### src/rtl/rb_width_packer.sv
// rb_width_packer: packs RATIO narrow beats into one wide word.
// Early s_last flushes a partial word with per-lane keep bits.
module rb_width_packer #(
    parameter int IN_W  = 8,
    parameter int RATIO = 4,
    parameter int OUT_W = IN_W * RATIO
) (
    input  logic             clk,
    input  logic             rst_n,
    input  logic             s_valid,
    output logic             s_ready,
    input  logic [IN_W-1:0]  s_data,
    input  logic             s_last,
    output logic             m_valid,
    input  logic             m_ready,
    output logic [OUT_W-1:0] m_data,
    output logic [RATIO-1:0] m_keep,
    output logic             m_last,
    output logic             partial
);

    localparam int IDX_W = (RATIO > 1) ? $clog2(RATIO) : 1;

    localparam logic [0:0] ACC  = 1'b0;
    localparam logic [0:0] HOLD = 1'b1;

    logic [0:0]       state_q, state_d;
    logic [IDX_W-1:0] idx_q, idx_d;
    logic [OUT_W-1:0] data_q, data_d;
    logic [RATIO-1:0] keep_q, keep_d;
    logic             last_q, last_d;
    logic [RATIO-1:0] lane_oh;
    logic             accept;
    logic             last_lane;

    assign m_valid   = (state_q == HOLD);
    assign s_ready   = (state_q == ACC) | m_ready;
    assign accept    = s_valid & s_ready;
    assign last_lane = (idx_q == IDX_W'(RATIO - 1));
    assign m_data    = data_q;
    assign m_keep    = keep_q;
    assign m_last    = last_q;
    assign partial   = (idx_q != '0) && (state_q == ACC);

    // One-hot decode of the lane the next beat lands in
    always_comb begin
        lane_oh = '0;
        for (int k = 0; k < RATIO; k++) begin
            lane_oh[k] = (idx_q == IDX_W'(k));
        end
    end

    // Next-state: assemble lanes in ACC, present/consume word in HOLD
    always_comb begin
        state_d = state_q;
        idx_d   = idx_q;
        data_d  = data_q;
        keep_d  = keep_q;
        last_d  = last_q;
        case (state_q)
            ACC: begin
                if (accept) begin
                    for (int k = 0; k < RATIO; k++) begin
                        if (lane_oh[k]) begin
                            data_d[k*IN_W +: IN_W] = s_data;
                        end
                    end
                    keep_d = keep_q | lane_oh;
                    if (last_lane || s_last) begin
                        state_d = HOLD;
                        last_d  = s_last;
                        idx_d   = '0;
                    end else begin
                        idx_d = idx_q + 1'b1;
                    end
                end
            end
            HOLD: begin
                if (m_ready) begin
                    // Word leaves; a same-cycle beat starts a fresh word
                    data_d  = '0;
                    keep_d  = '0;
                    last_d  = 1'b0;
                    idx_d   = '0;
                    state_d = ACC;
                    if (accept) begin
                        data_d[IN_W-1:0] = s_data;
                        keep_d[0]        = 1'b1;
                        if (s_last || RATIO == 1) begin
                            state_d = HOLD;
                            last_d  = s_last;
                        end else begin
                            idx_d = IDX_W'(1);
                        end
                    end
                end
            end
            default: begin
                state_d = ACC;
            end
        endcase
    end

    // State registers, cleared asynchronously on reset
    always_ff @(posedge clk or negedge rst_n) begin
        if (!rst_n) begin
            state_q <= ACC;
            idx_q   <= '0;
            data_q  <= '0;
            keep_q  <= '0;
            last_q  <= 1'b0;
        end else begin
            state_q <= state_d;
            idx_q   <= idx_d;
            data_q  <= data_d;
            keep_q  <= keep_d;
            last_q  <= last_d;
        end
    end

endmodule

### config.mk
export PLATFORM = sky130hd
export DESIGN_NAME = rb_width_packer
export DESIGN_NICKNAME = d
export VERILOG_FILES = /design/src/rtl/rb_width_packer.sv
export SDC_FILE = /design/constraint.sdc
export NUM_CORES = 1
export LEC_CHECK = 0
export CAP_MARGIN = 15
export CELL_PAD_IN_SITES_DETAIL_PLACEMENT = 0
export CELL_PAD_IN_SITES_GLOBAL_PLACEMENT = 1
export CORE_MARGIN = 5
export CORE_UTILIZATION = 38
export DETAILED_ROUTE_END_ITERATION = 8
export GPL_ROUTABILITY_DRIVEN = 1
export HOLD_SLACK_MARGIN = 0.1
export MAX_ROUTING_LAYER = met4
export PLACE_DENSITY_LB_ADDON = 0.25
export SYNTH_ARGS = -nofsm -noshare
export SYNTH_HDL_FRONTEND = slang
export SYNTH_SLANG_ARGS = --single-unit
### constraint.sdc
create_clock -name clk -period 2.3 [get_ports clk]
set_input_delay 0.46 -clock clk [delete_from_list [all_inputs] [get_ports clk]]
set_output_delay 0.46 -clock clk [all_outputs]
set_load 0.05 [all_outputs]
==> results of run 1 <==
routing by layer:
layer	track usage, %	vias up	part of all wire, %
met3	4.82	2	5.7
met4	4.05	0	0.39
met1	24.6	723	49
li1	-	793	-
met5	-	-	0
met2	24.5	42	45
cells in the mapped netlist, drive strengths merged:
cell type	number	share of area (%)
a211oi	7	2.8
a21oi	16	4.2
a32o	1	0.53
and2	2	0.79
and3	7	2.6
and3b	4	2.0
buf	11	3.8
clkbuf	5	0.99
dfrtp	40	53
ha	4	2.6
inv	4	0.79
nand2	52	10
nand3	1	0.26
nand4bb	1	0.59
nor2	3	0.59
nor2b	10	3.3
o21a	3	1.2
o21ai	33	8.7
o22a	1	0.46
or4b	1	0.53
path summary, 6_finish.rpt:
check	startpoint	end	depth (start not counted)
min in group asynchronous	rst_n	m_data[11]	2
worst max register to register	idx_q[0]	m_data[7]	5
worst min-delay path	m_keep[1]	m_keep[1]	1
max in group asynchronous	rst_n	m_data[17]	3
worst min register to register	m_keep[1]	m_keep[1]	1
worst max-delay path	m_data[5]	m_data[5]	1
kinds of logic after synthesis:
| family | Yosys count | share of synthesized area (%) |
|---|---|---|
| compound gates | 61 | 17.9 |
| fa+ha+maj | 4 | 2.64 |
| simple gates | 81 | 21.2 |
| buf+inv | 20 | 5.60 |
| flops | 40 | 52.7 |
cell type report:
| cell class | count | area (um^2) |
|---|---|---|
| clock buffer | 6 | 72.6 |
| clock inverter | 2 | 35.0 |
| fill | 453 | 2200 |
| inverter | 4 | 15.0 |
| multi-input combinational | 146 | 791 |
| sequential | 40 | 1000 |
| tap | 67 | 83.8 |
| timing repair buffer | 59 | 588 |
flip-flops by register name (all words and copies together), names as in the netlist:
register	cells
idx_q	2
m_data	32
m_keep	4
m_last	1
m_valid	1
power groups by stage:
stage / clock network [mW] / registers (mW) / logic [mW]
after floorplan: 0 / 1.27 / 0.239
after global placement: 0 / 0.904 / 0.943
after detailed placement: 0 / 0.900 / 0.951
after CTS: 0.580 / 0.889 / 0.955
after global routing: 0.617 / 0.909 / 1.01
final: 0.561 / 0.889 / 0.945
metrics by stage:
step,power [mW],worst slack [ns]
6_report,2.40,0.320
3_3_place_gp,1.85,0.309
5_1_grt,2.54,0.232
4_1_cts,2.42,0.319
2_1_floorplan,1.51,0.173
3_5_place_dp,1.85,0.245
==> impl_metrics.py, run 1 <==
metrics = {
    "logic_synthesis": {
        "synth_area_um2": 1900,
        "synth-seq-cells": 40,
        "ys_warn_count": 0,
        "syn_area_per_cell_um2": 9.21,
        "yosysUniqueCellTypes": 26,
        "seq_area_frac_synth_pct": 52.7,
        "synthCells": 206,
        "syn-num-nets": 223,
    },
    "critical_path": {
        "worst_path_max_delay_cell": "clkdlybuf4s50_1",
        "cp_num_buf_inv": 1,
        "cp.arrival_ns": 1.52,
        "start_kind": "flip-flop",
        "crit_fanout": 3,
        "worstSetupPathType": "reg2out",
        "cp.required_ns": 1.84,
        "max_stage_delay_ns": 0.83,
        "r2r_setup_slack_ns": 0.62,
        "crit_family": "buffers and inverters",
        "endpoint_kind": "output port",
        "path_cells": "clkdlybuf4s50_1",
    },
    "global_route": {
        "grt_antenna_before_repair": 0,
        "grt_max_degree": 31,
        "grt_use_total_pct": 17.3,
        "grt_pass1_wl_mm": 8.31,
        "grt_pass1_vias": 1573,
        "grt-ovfl-total": 0,
    },
    "clocking": {
        "cts_tree": "built",
        "postCtsHoldBufs": 1,
        "cts_sinks": 40,
        "numCtsBuffers": 5,
        "htreeDepth": 2,
        "root_buffer": "clkbuf_8",
        "post_cts_buffers": 0,
        "clock_latency_ns": 0.29,
        "cts.clk_slew.worst_paths_ns": 0.08,
        "post_cts_resized": 0,
        "cts_buffer_depth": 2,
    },
    "placed_design": {
        "hpwl_mm": 3.35,
        "io_buffers": 52,
        "dp_cells": 315,
        "place_area_um2": 2470,
        "place.gp.congestion": 0.801,
    },
    "sta": {
        "worst-slew-pin-transition_ns": 0.523,
        "fin_crit_sh_pct": 86.1,
        "report.final.slew_viol_count": 0,
        "rsz0062_at_grt": "no",
        "slew_headroom_pct": 65.0,
        "fin_skew_ns": 0.00920,
        "fin_crit_ns": 1.98,
        "hold_viol": 0,
        "whs_ns": 0.503,
        "fmax_mhz": 505,
        "finalSetupTns_ns": 0,
        "finalSetupViolations": 0,
    },
    "final_layout": {
        "fin_area_um2": 2590,
        "synthToLayoutAreaGrowth_pct": 36.3,
        "final_layout_size_suffix_gt1_share_pct": 10.9,
        "nNetsFinal": 273,
        "antenna_cells": 0,
        "post-route-util_pct": 54.0,
        "layout_commonest_cell": "nand2_1",
        "fin_cells": 324,
        "mostFrequentLayoutCells": "nand2_1, clkdlybuf4s50_1, dfrtp_1",
    },
    "detailed_routing": {
        "vias": 1560,
        "dr.pass1.iters": 4,
        "wire_per_inst_um": 15.0,
        "drtIter0Drc": 63,
        "detail-route-antenna-nets": 0,
        "avgViaCountPerCell": 4.81,
        "drt-total-wl_mm": 4.85,
        "post-route-drc-count": 0,
    },
    "power": {
        "switching_share_pct": 39.1,
        "power.density_nw_per_um2": 926,
        "intPower_mw": 1.46,
        "p_leak_nw": 1.11,
        "power.switching_mw": 0.937,
        "seqPwrFrac_pct": 37.1,
        "irDropWorstVdd_mv": 0.497,
        "power_frac_clock_pct": 23.4,
        "pwr-share-comb_pct": 39.5,
    },
    "floorplanning": {
        "dieArea_um2": 6510,
        "initial_core_util_pct": 39.7,
        "die_h_um": 80.7,
        "die_w_um": 80.7,
        "fp.coreArea_um2": 4790,
        "io_pins": 53,
        "placementRows": 25,
    },
    "job": {
        "cap_violations": 0,
    },
    "run_status": {
        "run_status": "completed",
    },
    "worst_hold_path": {
        "hold_class": "reg2reg",
    },
}
(Power assumes the default switching activity.)
==> run 2, diff against run 1 <==
--- a/config.mk
+++ b/config.mk
@@ -5,6 +5,7 @@
 export SDC_FILE = /design/constraint.sdc
 export NUM_CORES = 1
 export LEC_CHECK = 0
+export ABC_CLOCK_PERIOD_IN_PS = 2300
 export CAP_MARGIN = 15
 export CELL_PAD_IN_SITES_DETAIL_PLACEMENT = 0
 export CELL_PAD_IN_SITES_GLOBAL_PLACEMENT = 1
==> results of run 2 <==
Same layout as run 1: the final DEF is identical, and so are final timing and power.
